### config.mk
export PLATFORM = sky130hd
export DESIGN_NAME = spread_guard
export DESIGN_NICKNAME = d
export VERILOG_FILES = /design/src/rtl/spread_guard.sv
export SDC_FILE = /design/constraint.sdc
export NUM_CORES = 1
export LEC_CHECK = 0
export BUFFER_PORTS_ARGS = -buffer_cell sky130_fd_sc_hd__buf_2
export CORE_UTILIZATION = 40
export CTS_CLUSTER_DIAMETER = 150
export DETAILED_ROUTE_END_ITERATION = 10
export PLACE_DENSITY = 0.59
export SYNTH_ARGS = -nofsm -noshare
export SYNTH_HDL_FRONTEND = slang
export SYNTH_SLANG_ARGS = --single-unit
### constraint.sdc
create_clock -name clk -period 7.4 [get_ports clk]
set_input_delay 1.48 -clock clk [delete_from_list [all_inputs] [get_ports clk]]
set_output_delay 1.48 -clock clk [all_outputs]
set_load 0.1 [all_outputs]
### src/rtl/spread_guard.sv
// Spread breach guard: tracks consecutive |spread| breaches, halts upstream after
// BREACH_LIMIT in a row, and keeps running statistics of accepted samples.
module spread_guard #(
  parameter int BREACH_LIMIT = 3
) (
  input  logic        clk,
  input  logic        reset_n,
  input  logic        enable_count,
  input  logic        spread_valid,
  input  logic [7:0]  spread_now,
  input  logic [7:0]  threshold,
  input  logic        resume,
  output logic        halt_signal,
  output logic        warn,
  output logic [3:0]  breach_count,
  output logic [7:0]  avg_spread,
  output logic [7:0]  max_abs_spread,
  output logic [15:0] sample_count
);

  localparam logic [1:0] IDLE    = 2'd0;
  localparam logic [1:0] MONITOR = 2'd1;
  localparam logic [1:0] WARN    = 2'd2;
  localparam logic [1:0] HALT    = 2'd3;
  localparam logic [3:0] LIMIT   = BREACH_LIMIT[3:0];

  logic [1:0]       state;
  logic [3:0][7:0]  win;
  logic [9:0]       sum;
  logic [8:0]       abs9;
  logic [9:0]       sum_next;
  logic [3:0]       bc_inc;
  logic             accept;
  logic             breach;

  // 9-bit magnitude so that -128 maps to 128 rather than wrapping
  assign abs9     = spread_now[7] ? (~{1'b1, spread_now} + 9'd1) : {1'b0, spread_now};
  assign breach   = abs9 > {1'b0, threshold};
  assign accept   = spread_valid && enable_count && (state == MONITOR || state == WARN);
  assign sum_next = sum + {{2{spread_now[7]}}, spread_now} - {{2{win[3][7]}}, win[3]};
  assign bc_inc   = breach_count + 4'd1;

  assign halt_signal = (state == HALT);
  assign warn        = (state == WARN);
  assign avg_spread  = sum[9:2];

  always_ff @(posedge clk or negedge reset_n) begin
    if (!reset_n) begin
      state          <= IDLE;
      breach_count   <= '0;
      win            <= '0;
      sum            <= '0;
      max_abs_spread <= '0;
      sample_count   <= '0;
    end else begin
      if (accept) begin
        win          <= {win[2:0], spread_now};
        sum          <= sum_next;
        if (abs9 > {1'b0, max_abs_spread}) max_abs_spread <= abs9[7:0];
        if (sample_count != 16'hFFFF) sample_count <= sample_count + 16'd1;
      end
      case (state)
        IDLE: if (enable_count) state <= MONITOR;
        MONITOR: begin
          if (!enable_count) begin
            state        <= IDLE;
            breach_count <= '0;
          end else if (accept && breach) begin
            breach_count <= 4'd1;
            state        <= (LIMIT == 4'd1) ? HALT : WARN;
          end
        end
        WARN: begin
          if (!enable_count) begin
            state        <= IDLE;
            breach_count <= '0;
          end else if (accept && breach) begin
            breach_count <= bc_inc;
            if (bc_inc >= LIMIT) state <= HALT;
          end else if (accept) begin
            breach_count <= '0;
            state        <= MONITOR;
          end
        end
        default: begin
          // HALT is sticky; only an operator resume leaves it
          if (resume) begin
            state        <= enable_count ? MONITOR : IDLE;
            breach_count <= '0;
            win          <= '0;
            sum          <= '0;
          end
        end
      endcase
    end
  end

endmodule

After elaboration in Yosys (flattened, before gate mapping):

Index checks and enable logic that the tools add are counted.

* eq/ne operators: 8
* order comparisons: 3
* add/subtract/negate cells: 5
* muxes and demuxes: 24
* bitwise gates (word level): 2
* reduce and logical (&&, ||, !) cells: 12

Operators by type and width (count)
* $mux W32: 3
* $mux W10: 3
* $mux W4: 6
* $gt A9 B8 Y1: 2
* $add A16 B1 Y16 const B: 1
* $mux W2: 8
* $ne A16 B16 Y1 const B: 1
* $pmux W4 S3: 1
* $add A10 B10 Y10: 1
* $sub A10 B10 Y10: 1
* $add A9 B1 Y9 const B: 1
* $mux W9: 1
* $not A9 Y9: 1
* $pmux W2 S3: 1
* $reduce_and A5 Y1: 1
* $add A4 B1 Y4 const B: 1
* $eq A2 B2 Y1 const B: 2
* $ge A4 B2 Y1 const B: 1
* $ne A4 B2 Y1 const B: 1
* $ne A4 B3 Y1 const B: 1
* $reduce_and A2 Y1: 2
* $reduce_and A4 Y1: 1
* $reduce_bool A4 Y1: 1
* $logic_and A1 B1 Y1: 3
* other kinds (9): 9

* output and inout port bits: 38
* flip-flop bits (word level): 72
* input bits: 21

Depth between registers and ports, before layout:

* depth in word-level cells: 8
* depth in mapped cells: 12
* mapped depth without buffers: 12

Worst setup path before layout:

OpenSTA, ideal clock, no wires.

* path kind: input port to flip-flop
* start point: input spread_now[1]
* end point: register state[1]
* buffers on the path: 0
* setup slack: 3458 ps
* data required time: 7272 ps
* arrival: 3814 ps
* library setup time: 128 ps
* cell stages on the path: 12
* cells stage by stage: inv_1 -> ha_1 -> nand2_1 -> o21ai_0 -> xnor2_1 -> ha_1 -> and4_4 -> a41o_1 -> o31ai_4 -> o31ai_2 -> a311oi_2 -> mux2_1

* cells in the longest elaborated chain, start to end: 8

Ends and longest elaborated chain
* from (decl): RTL line 10 `input logic [7:0] spread_now,`
* $not A9 Y9 (*): RTL line 37 `assign abs9 = spread_now[7] ? (~{1'b1, spread_now} + 9'd1) : {1'b0, spread_now};`
* $add A9 B1 Y9 (*): RTL line 37
* $mux W9 (*): RTL line 37
* via abs9[4]: RTL line 30 `logic [8:0] abs9;`
* $gt A9 B8 Y1 (*): RTL line 38 `assign breach = abs9 > {1'b0, threshold};`
* $logic_and A1 B1 Y1 (*): RTL line 68, 77
* $mux W2: RTL line 77 `end else if (accept && breach) begin`
* $mux W2: RTL line 74 `if (!enable_count) begin`
* $pmux W2 S3: RTL line 62 `case (state)`
* to (signal assigned): RTL line 70 `state <= (LIMIT == 4'd1) ? HALT : WARN;`
* to (signal assigned): RTL line 88 `state <= enable_count ? MONITOR : IDLE;`
* to (decl): RTL line 27 `logic [1:0] state;`

The timed path passes the listed nets; every way through them passes the cells marked *.
A chain may end at the register's enable or synchronous reset.

Worst setup path in the final report:

* start point: input spread_now[0]
* end point: register state[1]

The elaborated chain is that of the path after synthesis.

==> key figures <==
Logic synthesis
  • Sequential fraction of the synthesis area: between 30% and 40%
  • Post-synthesis register bit count: 72
  • Ys async rst share: 100.0%
  • Synth Area per Inst: slightly above 9 sq um
  • Mapped cell area: 4561 sq um
  • Syn. warnings: 0
  • Gate count after technology mapping: between 400 and 500
  • Post-synth top flop: dfrtp_1
  • Syn Nets: 562
  • Synth unique cells: 62
  • Number of enable flip-flop cells after synthesis: 0

STA
  • Slew Limit Fails: 0
  • Final hold violation count: 0
  • Clk_skew: 0.008779 ns
  • Setup_tns: 0 ns
  • Max Freq: around 250 MHz
  • Minimum clock period: between 4 and 5 ns
  • RSZ-0062 raised after global routing: no
  • Setup Viol. Count Final: 0
  • Final worst-path cycle share: between 50 and 60%
  • Normalized max-slew margin: 36.61%
  • Hold_ws: ~0.5 ns
  • Worst-margin pin slew: approximately 0.95 ns

Routing
  • Pre-antenna DRT Iters: 4
  • Vias: 3543
  • Remaining antenna violation count after routing: 0
  • DRC: 0
  • Post-detailed-routing wire length: between 9000 and 10000 um
  • WL/cell: 13.80 um
  • DR iter-0 viols: roughly 220
  • DR vias/cell: 5.142

GRT
  • Initial antenna violation count: 0
  • Gr usage total: 17.93%
  • First-pass GRT wire length: ~16000 um
  • Vias in the first global route: between 3k and 4k
  • Largest net degree at the start of global routing: 73
  • Total congestion overflow: 0

Power
  • Clk pwr share: between 10% and 20%
  • PD cells: roughly 480 nW/um^2
  • Reg power frac: about 26%
  • LEAKAGE: ~2.5 nW
  • Psw: roughly 1.2 mW
  • Internal power: 1.249 mW
  • Peak supply drop: between 0.0002 and 0.00025 V
  • Logic pwr share: 57.6%
  • Sw Share: around half

Hold path
  • Hold/Removal Path Class: flop to flop
  • Hold Startpoint: sample_count[4]

Flow run
  • Max-Cap Viols: 0

Clocking
  • Cts hold-fix bufs: 0
  • CTS Root Buffer Type: clkbuf_16
  • H-tree levels: 3
  • CTS tree: done
  • TritonCTS Buffers: 9
  • Setup bufs post-CTS: 0
  • Clock latency on the worst-skew pair: around 0.34 ns
  • Clock transition at path regs: roughly 0.060 ns
  • Post-cts sizing count: 0
  • CTS sink count: 72
  • Clock Tree Buf Depth: 2

Placed design
  • Final HPWL DP: 6863 um
  • Final GP Congestion: ~0.86
  • Port Buffers: 58

Setup path
  • Crit path DAT: approximately 4.2 ns
  • WP data required: 7.61 ns
  • Setup Crit Path Kind: primary input to flop
  • Max stage delay on crit path: 0.50 ns
  • Startpoint types: primary input
  • Worst path cell trace: buf_2, inv_1, nand3_1, nor4_1, ha_1, and4_1, a41o_1, o31ai_4, o31ai_2, a311oi_2, mux2_1
  • Crit. End Element: flop
  • Crit path from: spread_now[0]
  • Worst-path fanout max: 5
  • Worst reg2reg startpoint: win[25]
  • CP delay by family, top: compound AO/OA/AOI/OAI gates
  • Slowest-stage cell, CP: nor4_1
  • CP Buf/Inv Count: 2

Final layout
  • Nets@finish: 610
  • Area Overhead vs Synth: 14.27%
  • Antenna diodes: 0
  • Fraction of layout cells with a size suffix above 1: around 17%

Die
  • Core ar.: 10980 sq um
  • Row cnt: 38
  • # IOs: 59
  • Die Y: 108.8 um
  • Starting Density: about two fifths
  • Die area: ~12000 sq um
  • Die Width: between 100 and 150 um

Run status
  • Status: finished, final reports clean
==> worst paths after layout <==
path                              endpoint  slack (ns)  cells past startpoint
max                               state[1]        3.37                     11
min                        sample_count[4]        0.50                      1
max reg2reg                         sum[8]        4.54                      9
min reg2reg                sample_count[4]        0.50                      1
max in group asynchronous  breach_count[2]        5.48                      1
min in group asynchronous  breach_count[3]        1.25                      1
==> final cells by class <==
type                    instances  area (sq um)
fillers                      1080          5772
multi-input cells             344          2424
flip-flops and latches         72          1802
repair buffers                 61         315.3
clock buffers                  12         256.5
inverters                      56         210.2
well taps                     140         175.2
clock inverters                 4         28.78
==> power by group through the flow <==
stage / Combinational [mW] / Sequential (mW) / Clock, mW
global route: 1.59 / 0.670 / 0.444
global placement: 1.42 / 0.648 / 0
finish: 1.43 / 0.644 / 0.411
detailed placement: 1.43 / 0.651 / 0
CTS: 1.44 / 0.645 / 0.427
floorplan: 0.988 / 0.864 / 0
==> sequential cells by signal, summed over array words and instances (netlist names) <==
signal / cells
state: 2
win: 32
sample_count: 16
sum: 10
max_abs_spread: 8
breach_count: 4
==> cell families (layout without fill, tap and decap cells) <==
kind of cell | count (synthesis) | count (layout) | share of synthesized area, %
AOI/OAI and AO/OA | 90 | 90 | 13.64
xor gates and xnor gates | 27 | 27 | 5.185
adders and majority gates | 45 | 45 | 13.83
buffers and inverters | 80 | 133 | 7.352
DFF | 72 | 72 | 39.51
muxes | 13 | 13 | 3.182
and+or+nand+nor | 169 | 169 | 17.31
==> synth_stat cells (all sizes together), types with 4 or more instances <==
master	instances	area, sq um
and3	8	55.05
xnor2	22	192.7
o31ai	4	48.79
nor2	21	81.33
o21ai	12	71.32
a211oi	4	35.03
inv	56	210.2
buf	13	83.82
fa	9	180.2
mux2	12	135.1
nor3	7	35.03
nand3	15	80.08
clkbuf	11	41.29
dfrtp	72	1802
nand4	7	43.79
nand2	93	349.1
ha	36	450.4
xor2	5	43.79
a21oi	47	235.2
==> placed cells by master, fill, tap and decap left out, types with 3 or more instances in the layout <==
cell type and n:
a211oi_1 3, a21oi_1 47, a31oi_1 3, and3_1 7
buf_2 57, buf_4 4, clkbuf_16 9, dfrtp_1 72
fa_1 9, ha_1 36, inv_1 55, mux2_1 11
nand2_1 93, nand3_1 14, nand4_1 7, nor2_1 20
nor2b_1 3, nor3_1 7, o21ai_0 9, xnor2_1 22
xor2_1 5
==> per-layer routing <==
layer	global-route usage, %	routed length, um
met2	28.48	4402
met4	7.915	187
met5	0	0
met3	3.766	335
met1	23.50	4581
==> per-stage QoR <==
stage	instance area (sq um)	worst slack (ns)	power (mW)	utilization [%]	std cells
6_report	5211	3.369	2.485	47.45	689
5_1_grt	5211	3.178	2.706	47.45	689
4_1_cts	5211	3.418	2.511	47.45	689
3_5_place_dp	4926	3.072	2.084	44.85	673
3_3_place_gp	4926	3.136	2.069	44.85	673
2_1_floorplan	4561	3.458	1.852	-	496
Power figures use the tool's default switching activity.
